===== src/rtl/dbg_switch_debounce_pkg.sv =====
// Shared constants and helpers for the debug-switch conditioning block.
// Default debounce window is 10 ms of the 25 MHz board clock.
package dbg_pkg;

  localparam int CLK_25M_HZ    = 25_000_000;
  localparam int DEBOUNCE_10MS = CLK_25M_HZ / 100;

  function automatic int cnt_width(input int n);
    return $clog2(n);
  endfunction

endpackage


===== src/rtl/dbg_switch_debounce_if.sv =====
// Conditioned switch outputs as seen by the top-level consumers.
// The debouncer drives the master side and consumers read the slave side.
interface dbg_switch_debounce_if #(
  parameter int NUM_SW = 4
);

  logic [NUM_SW-1:0] sw_level_o;
  logic [NUM_SW-1:0] sw_press_p_o;
  logic [NUM_SW-1:0] sw_release_p_o;
  logic [NUM_SW-1:0] sw_toggle_o;
  logic              stable_o;

  modport master (
    output sw_level_o,
    output sw_press_p_o,
    output sw_release_p_o,
    output sw_toggle_o,
    output stable_o
  );

  modport slave (
    input sw_level_o,
    input sw_press_p_o,
    input sw_release_p_o,
    input sw_toggle_o,
    input stable_o
  );

endinterface


===== src/rtl/dbg_switch_debounce_ch.sv =====
// One switch channel: synchroniser, stability counter, level,
// press/release pulses and toggle state.
module dbg_debounce_ch
  import dbg_pkg::*;
#(
  parameter int DEBOUNCE_CYCLES = DEBOUNCE_10MS,
  parameter int SYNC_STAGES     = 2,
  parameter int ACTIVE_LOW      = 1
) (
  input  logic clk_25m,
  input  logic rst_in,
  input  logic sw_i,
  output logic level_o,
  output logic press_p_o,
  output logic release_p_o,
  output logic toggle_o,
  output logic busy_o
);

  localparam int             CW       = cnt_width(DEBOUNCE_CYCLES);
  localparam logic [CW-1:0]  CNT_LAST = CW'(DEBOUNCE_CYCLES - 1);
  localparam logic           INACTIVE = (ACTIVE_LOW != 0);

  (* ASYNC_REG = "TRUE" *) logic [SYNC_STAGES-1:0] sync_q;

  logic          sync_n;
  logic [CW-1:0] cnt_q, cnt_d;
  logic          level_q, level_d;
  logic          press_q, press_d;
  logic          release_q, release_d;
  logic          toggle_q, toggle_d;

  always_ff @(posedge clk_25m or posedge rst_in) begin
    if (rst_in) begin
      sync_q <= {SYNC_STAGES{INACTIVE}};
    end else begin
      sync_q <= {sync_q[SYNC_STAGES-2:0], sw_i};
    end
  end

  // Normalise to 1 = pressed regardless of pin polarity.
  assign sync_n = sync_q[SYNC_STAGES-1] ^ INACTIVE;

  always_comb begin
    cnt_d     = cnt_q;
    level_d   = level_q;
    press_d   = 1'b0;
    release_d = 1'b0;
    toggle_d  = toggle_q ^ press_q;
    if (sync_n == level_q) begin
      cnt_d = '0;
    end else if (cnt_q == CNT_LAST) begin
      level_d   = sync_n;
      cnt_d     = '0;
      press_d   = sync_n;
      release_d = ~sync_n;
    end else begin
      cnt_d = cnt_q + 1'b1;
    end
  end

  always_ff @(posedge clk_25m or posedge rst_in) begin
    if (rst_in) begin
      cnt_q     <= '0;
      level_q   <= 1'b0;
      press_q   <= 1'b0;
      release_q <= 1'b0;
      toggle_q  <= 1'b0;
    end else begin
      cnt_q     <= cnt_d;
      level_q   <= level_d;
      press_q   <= press_d;
      release_q <= release_d;
      toggle_q  <= toggle_d;
    end
  end

  assign level_o     = level_q;
  assign press_p_o   = press_q;
  assign release_p_o = release_q;
  assign toggle_o    = toggle_q;
  assign busy_o      = (cnt_q != '0);

endmodule


===== src/rtl/dbg_switch_debounce.sv =====
// Debug-switch conditioning: NUM_SW independent debounce channels plus a
// registered "all quiet" flag for consumers that want to wait for settling.
module dbg_switch_debounce
  import dbg_pkg::*;
#(
  parameter int NUM_SW          = 4,
  parameter int DEBOUNCE_CYCLES = DEBOUNCE_10MS,
  parameter int SYNC_STAGES     = 2,
  parameter int ACTIVE_LOW      = 1
) (
  input  logic                  clk_25m,
  input  logic                  rst_in,
  input  logic [NUM_SW-1:0]     sw_i,
  dbg_switch_debounce_if.master sw_if
);

  logic [NUM_SW-1:0] level_w;
  logic [NUM_SW-1:0] press_w;
  logic [NUM_SW-1:0] release_w;
  logic [NUM_SW-1:0] toggle_w;
  logic [NUM_SW-1:0] busy_w;
  logic              stable_q, stable_d;

  generate
    for (genvar gi = 0; gi < NUM_SW; gi++) begin : g_ch
      dbg_debounce_ch #(
        .DEBOUNCE_CYCLES(DEBOUNCE_CYCLES),
        .SYNC_STAGES    (SYNC_STAGES),
        .ACTIVE_LOW     (ACTIVE_LOW)
      ) u_ch (
        .clk_25m    (clk_25m),
        .rst_in     (rst_in),
        .sw_i       (sw_i[gi]),
        .level_o    (level_w[gi]),
        .press_p_o  (press_w[gi]),
        .release_p_o(release_w[gi]),
        .toggle_o   (toggle_w[gi]),
        .busy_o     (busy_w[gi])
      );
    end
  endgenerate

  assign stable_d = ~|busy_w;

  always_ff @(posedge clk_25m or posedge rst_in) begin
    if (rst_in) begin
      stable_q <= 1'b1;
    end else begin
      stable_q <= stable_d;
    end
  end

  assign sw_if.sw_level_o     = level_w;
  assign sw_if.sw_press_p_o   = press_w;
  assign sw_if.sw_release_p_o = release_w;
  assign sw_if.sw_toggle_o    = toggle_w;
  assign sw_if.stable_o       = stable_q;

endmodule


===== src/flat_wrapper.sv =====
// flat-port wrapper written by rule: the top's interface ports become plain ports
module dbg_switch_debounce_flat import dbg_pkg::*;
#(
  parameter int NUM_SW          = 4,
  parameter int DEBOUNCE_CYCLES = DEBOUNCE_10MS,
  parameter int SYNC_STAGES     = 2,
  parameter int ACTIVE_LOW      = 1
)
  (clk_25m, rst_in, sw_i, sw_if_sw_level_o, sw_if_sw_press_p_o, sw_if_sw_release_p_o, sw_if_sw_toggle_o, sw_if_stable_o);
  dbg_switch_debounce_if #(.NUM_SW(NUM_SW)) sw_if_i ();
  input  logic clk_25m;
  input  logic rst_in;
  input  logic [NUM_SW-1:0] sw_i;
  output wire logic [$bits(sw_if_i.sw_level_o)-1:0] sw_if_sw_level_o;
  output wire logic [$bits(sw_if_i.sw_press_p_o)-1:0] sw_if_sw_press_p_o;
  output wire logic [$bits(sw_if_i.sw_release_p_o)-1:0] sw_if_sw_release_p_o;
  output wire logic [$bits(sw_if_i.sw_toggle_o)-1:0] sw_if_sw_toggle_o;
  output wire logic [$bits(sw_if_i.stable_o)-1:0] sw_if_stable_o;
  assign sw_if_sw_level_o = sw_if_i.sw_level_o;
  assign sw_if_sw_press_p_o = sw_if_i.sw_press_p_o;
  assign sw_if_sw_release_p_o = sw_if_i.sw_release_p_o;
  assign sw_if_sw_toggle_o = sw_if_i.sw_toggle_o;
  assign sw_if_stable_o = sw_if_i.stable_o;
  dbg_switch_debounce #(.NUM_SW(NUM_SW), .DEBOUNCE_CYCLES(DEBOUNCE_CYCLES), .SYNC_STAGES(SYNC_STAGES), .ACTIVE_LOW(ACTIVE_LOW)) u_core (.clk_25m(clk_25m), .rst_in(rst_in), .sw_i(sw_i), .sw_if(sw_if_i));
endmodule

===== config.mk =====
export PLATFORM = sky130hd
export DESIGN_NAME = dbg_switch_debounce_flat
export DESIGN_NICKNAME = d
export VERILOG_FILES = /design/src/rtl/dbg_switch_debounce_pkg.sv /design/src/rtl/dbg_switch_debounce_if.sv /design/src/rtl/dbg_switch_debounce_ch.sv /design/src/rtl/dbg_switch_debounce.sv /design/src/flat_wrapper.sv
export SDC_FILE = /design/constraint.sdc
export NUM_CORES = 1
export LEC_CHECK = 0
export CAP_MARGIN = 20
export CORE_MARGIN = 3
export CORE_UTILIZATION = 60
export DETAILED_ROUTE_END_ITERATION = 7
export HOLD_SLACK_MARGIN = 0.02
export PLACE_DENSITY = 0.79
export SKIP_CTS_REPAIR_TIMING = 1
export SYNTH_ARGS = -nofsm -noshare
export SYNTH_HDL_FRONTEND = slang
export SYNTH_SLANG_ARGS = --single-unit

===== constraint.sdc =====
create_clock -name clk_25m -period 3.8 [get_ports clk_25m]
set_clock_uncertainty 0.1 [all_clocks]
set_input_delay 0.76 -clock clk_25m [delete_from_list [all_inputs] [get_ports clk_25m]]
set_output_delay 0.76 -clock clk_25m [all_outputs]
set_load 0.02 [all_outputs]

# Word-level counts from Yosys, hierarchy flattened
# Cells that the tools add are included.
dict set report op_classes {
  add_sub_neg 4
  eq_ne 8
  mux 24
  n_bitwise 12
  n_reduce_logical 10
}
# operator count
set op_table {}
lappend op_table {{18-bit two-way mux} 8}
lappend op_table {{18-bit by 1-bit adder with 18-bit output, second input constant} 4}
lappend op_table {{18-bit equality test, second input constant} 4}
lappend op_table {{18-bit nonzero test} 4}
lappend op_table {{1-bit two-way mux} 16}
lappend op_table {{1-bit NOT} 8}
lappend op_table {{2-bit AND reduction} 4}
lappend op_table {{1-bit equality test} 4}
lappend op_table {{4-bit OR reduction} 1}
lappend op_table {{1-bit bitwise XOR} 4}
lappend op_table {{1-bit zero test} 1}
dict set report word_totals {
  regBits 97
  in_bits 6
  out_inout_bits 17
  wordCells 83
}

# Longest topological paths before layout
dict set report depth {
  word_depth 4
  depth_mapped 6
}

# Cells and area by module
# A second synthesis with hierarchy kept.
dict set report hier_totals {
  cells_unflattened 451
  hier_area_um2 4702.0
}
# mod n_inst cells_each area_per_inst_um2 seq_area_each_um2
set by_module_without_submodules {}
lappend by_module_without_submodules {dbg_debounce_ch 4 112 1164.9 603.1}
lappend by_module_without_submodules {dbg_switch_debounce 1 3 42.5 26.3}

# Least setup slack after synthesis
# OpenSTA, ideal clock, no wires.
dict set report synth_path {
  path_kind {flip-flop to flip-flop}
  from {register u_core.g_ch[1].u_ch.cnt_q[0]}
  to {register u_core.g_ch[1].u_ch.cnt_q[10]}
  setup_ns 0.121
  t_arrival_ns 1.657
  required_time_ns 3.579
  path_slack_ns 1.921
  stages_incl_launch_ff 6
  path_buffers 1
  path_cell_list {dfrtp_1 -> ha_1 -> nand4_1 -> o41ai_4 -> buf_2 -> nor2_1}
}
dict set report synth_via {
  elab_chain_len 3
  elab_cells_between_ends 4
}
# item line
set synth_rtl {}
lappend synth_rtl {{start: declaration} dbg_switch_debounce_ch.sv:27} ;# logic [CW-1:0] cnt_q, cnt_d;
lappend synth_rtl {{start signal: assignment} dbg_switch_debounce_ch.sv:70} ;# cnt_q <= cnt_d;
lappend synth_rtl {{18-bit by 1-bit adder with 18-bit output or 18-bit equality test (tied branches)} {dbg_switch_debounce_ch.sv:58, dbg_switch_debounce_ch.sv:52}}
lappend synth_rtl {{18-bit two-way mux (*)} dbg_switch_debounce_ch.sv:52} ;# end else if (cnt_q == CNT_LAST) begin
lappend synth_rtl {{18-bit two-way mux (*)} dbg_switch_debounce_ch.sv:50} ;# if (sync_n == level_q) begin
lappend synth_rtl {{named net u_core.g_ch[1].u_ch.cnt_d[10]} dbg_switch_debounce_ch.sv:27}
# The timed path passes the listed nets; every way through them passes the cells marked *.
# A chain may end at the register's enable or synchronous reset.

# Final worst setup path
dict set report layout_path {
  from {register u_core.stable_q (netlist: u_core.sw_if.stable_o)}
  to {output sw_if_stable_o}
}
# item line
set layout_rtl {}
lappend layout_rtl {{start: declaration} dbg_switch_debounce.sv:22} ;# logic stable_q, stable_d;
lappend layout_rtl {{start signal: assignment} dbg_switch_debounce.sv:49} ;# stable_q <= stable_d;
lappend layout_rtl {{end: declaration} flat_wrapper.sv:18} ;# output wire logic [$bits(sw_if_i.stable_o)-1:0] sw_if_stable_o;
# No word-level cell between the ends.

==> run summary <==
Multi-input gate area -> 0.00207 mm^2
Initial DRC count -> 125
Root buffer cell -> clkbuf_8
Buf+Inv Stages, Crit Path -> 1
Worst hold margin -> 252 ps
DRC violations left -> 0
CTS H-tree lvls -> 3
Register clock-pin slew on the reported worst setup and hold paths -> 90 ps
Antenna Cells -> 0
Most frequent cell after synthesis -> dfrtp_1
Fin cells -> 581
Yosys warning count -> 0
Met3 WL -> 335 um
FF/Latch Area -> 0.00244 mm^2
Minimum clock period -> 2340 ps
Total track usage -> 21.4%
Yosys reg bits -> 97
Largest net degree at the start of global routing -> 51
Fmax achieved -> 0.428 GHz
CP max-delay cell -> clkdlybuf4s50_1
First-pass GRT wire length -> 15100 um
Die ar. -> 0.00903 mm^2
Post-synth top area share -> 46.3%
Ranking of synthesized cells by area -> dfrtp_1 46%, xnor2_1 8.8%, nor2_1 5.8%
Final #Nets -> 491
Vias -> 3352
Synth top cells by count -> 88 x dfrtp_1, 74 x nor2_1, 48 x xnor2_1, 30 x nor4_1, 27 x nand3_1
Static leakage -> 2.09 nW
Area growth syn-to-layout -> 8.03%
Pwr dens -> 341 mW/mm^2
Starting density of the core -> 63.5%
Router iterations before antenna repair -> 4
Net Sw Frac -> 22.7%
Crit-path leading delay family -> buffers and inverters
Required @ worst endpoint -> 2940 ps
CP Class -> flop to output port
Port-buffer cells -> 22
# placed instances -> 565
Initial antenna violation count -> 0
Synth Area in Simple Gates -> 25.4%
Status -> finished clean
Synth async-reset ratio -> 100%
Mux cell area share after synthesis -> 0.421%
Max cap viols -> 0
Register-to-Register Path Depth -> 4
Util after Layout -> 68.6%
Crit path max fanout -> 1
Fin. max-slew vios -> 0
WL met1 -> 4000 um
Main synth FF type -> dfrtp_1
Die W -> 95.0 um
Least-Margin Pin Slew -> 911 ps
Final Hold Vio Count -> 0
Setup crit start -> u_core.sw_if.stable_o
Crit-path max cell delay -> 600 ps
Top layer in use -> met4
Reg-to-Reg Start -> u_core.g_ch[2].u_ch.cnt_q[0]
IO Count -> 23
CP arrival -> 1480 ps
Post-synth EDFFs -> 0
Filler instances -> 578
WL/cell -> 14.9 um
Maximum VDD drop -> 0.247 mV
Comb power frac -> 4.6%
Synthesized Nets -> 481
DPL Wire Length -> 6060 um
Die height -> 95.0 um
Detail Route Antenna Nets -> 0
Post-Route Setup TNS -> 0 ps
Crit. End Element -> output port
Critical Path Start Type -> flop
Synth area leader -> dfrtp_1
Mapped cell area -> 0.00475 mm^2
Max clock buf depth -> 2
Crit-path cells -> clkdlybuf4s50_1
Switching power -> 0.000398 W
Sequential fraction of the synthesis area -> 51.3%
DRT Wirelength -> 8680 um
Hold Crit Class -> flop to flop
Post-synthesis xor/xnor area fraction -> 12.0%
Final setup violating endpoints -> 0
Compound-gate portion of the synthesized area -> 3.68%
Reg2Reg Setup Slack -> 1570 ps
WP depth -> 1
FP Rows -> 31
Reg power frac -> 61.0%
Clock power share -> 34.4%
Largest family of logic cells by synthesized area -> simple AND/OR/NAND/NOR gates
Worst setup path endpoint -> sw_if_stable_o
Slew headroom -> 39.0%
Endpoint of the worst register-to-register path -> u_core.g_ch[2].u_ch.cnt_q[7]
Period utilization -> 61.5%
CTS Sinks -> 97
Vias in the first global route -> 3235
CTS tree -> done
Clock latency on the worst-skew pair -> 360 ps
Core ar. -> 0.00749 mm^2
GPL Wtd Cong -> 0.898
Placed Instance Area -> 0.00496 mm^2
Routed met2 length -> 4250 um
Synth unique cells -> 38
Finished Cell Area -> 0.00514 mm^2
RSZ-0062 raised after global routing -> false
Via/cell ratio -> 5.77
TritonCTS buffer count -> 9
Share of cells above drive strength 1 -> 7.05%
Internal cell power -> 0.00135 W
Synthesized-area fraction occupied by adder cells -> 2.11%
Average size of a mapped cell -> 10.2 um^2
Post-Syn Instances -> 467
Gr ovfl total -> 0
-- layout make-up --
class                   count  area share, %
multi-input cells         324           40.4
repair buffers             23           4.68
clock buffers              14           3.17
flip-flops and latches     97           47.5
clock inverters             2          0.244
inverters                  22           1.66
well taps                  99           2.41
-- power groups by stage --
stage               Sequential (W)  Clock [W]  Combinational [W]
floorplan                  0.00109          0          0.0000584
global placement           0.00109          0          0.0000809
detailed placement         0.00109          0          0.0000829
CTS                        0.00107   0.000622          0.0000831
global route               0.00107   0.000672          0.0000935
finish                     0.00107   0.000603          0.0000803
-- cell usage in the layout, fill, tap and decap left out, types with 3 or more instances in the layout --
master	instances
dfrtp_1	88
nor2_1	74
xnor2_1	48
nor4_1	30
nand3_1	27
nand2_1	22
clkdlybuf4s50_1	22
inv_1	21
nand4_1	19
xor2_1	17
nor3_1	14
clkbuf_8	11
and3_1	9
dfstp_2	9
ha_1	8
a21oi_1	7
or4_1	6
o31ai_1	5
and4_1	5
o21ai_1	4
nor3b_1	3
and2_1	3
clkbuf_1	3
-- stage by stage --
stage               setup slack (ps)  total power [W]
floorplan                        421          0.00114
global placement                1640          0.00117
detailed placement              1560          0.00117
CTS                             1440          0.00177
global route                    1320          0.00184
finish                          1460          0.00175
-- kinds of logic after synthesis --
logic type               after synthesis
AO/OA/AOI/OAI                         22
multiplexers                           2
AND/OR/NAND/NOR                      227
buffers and inverters                 46
XOR/XNOR                              65
adder cells (fa/ha/maj)                8
flip-flops                            97
-- worst min-delay path by stage --
stage / start / depth (start not counted) / endpoint
CTS: u_core.g_ch[0].u_ch.sync_q[0] / 0 / u_core.g_ch[0].u_ch.sync_q[1]
global placement: u_core.g_ch[2].u_ch.sync_q[0] / 0 / u_core.g_ch[2].u_ch.sync_q[1]
detailed placement: u_core.g_ch[0].u_ch.sync_q[0] / 0 / u_core.g_ch[0].u_ch.sync_q[1]
floorplan: u_core.g_ch[0].u_ch.sync_q[0] / 0 / u_core.g_ch[0].u_ch.sync_q[1]
finish: u_core.g_ch[0].u_ch.sync_q[0] / 0 / u_core.g_ch[0].u_ch.sync_q[1]
global route: u_core.g_ch[0].u_ch.sync_q[0] / 0 / u_core.g_ch[0].u_ch.sync_q[1]
-- registers in the layout, indices dropped and copies added, names as in the netlist --
signal / flops
u_core.g_ch.u_ch.sync_q: 8
u_core.g_ch.u_ch.toggle_o: 4
u_core.g_ch.u_ch.cnt_q: 72
u_core.g_ch.u_ch.release_p_o: 4
u_core.sw_if.stable_o: 1
u_core.g_ch.u_ch.press_p_o: 4
u_core.g_ch.u_ch.level_o: 4
-- per-layer routing --
layer  global-route usage [%]  vias to the layer above
met3                     4.89                        8
met5                        0                        -
met4                     7.09                        0
li1                         -                     1633
met1                     29.5                     1632
met2                     33.6                       79
No activity file was read; power rests on OpenSTA's default activity.
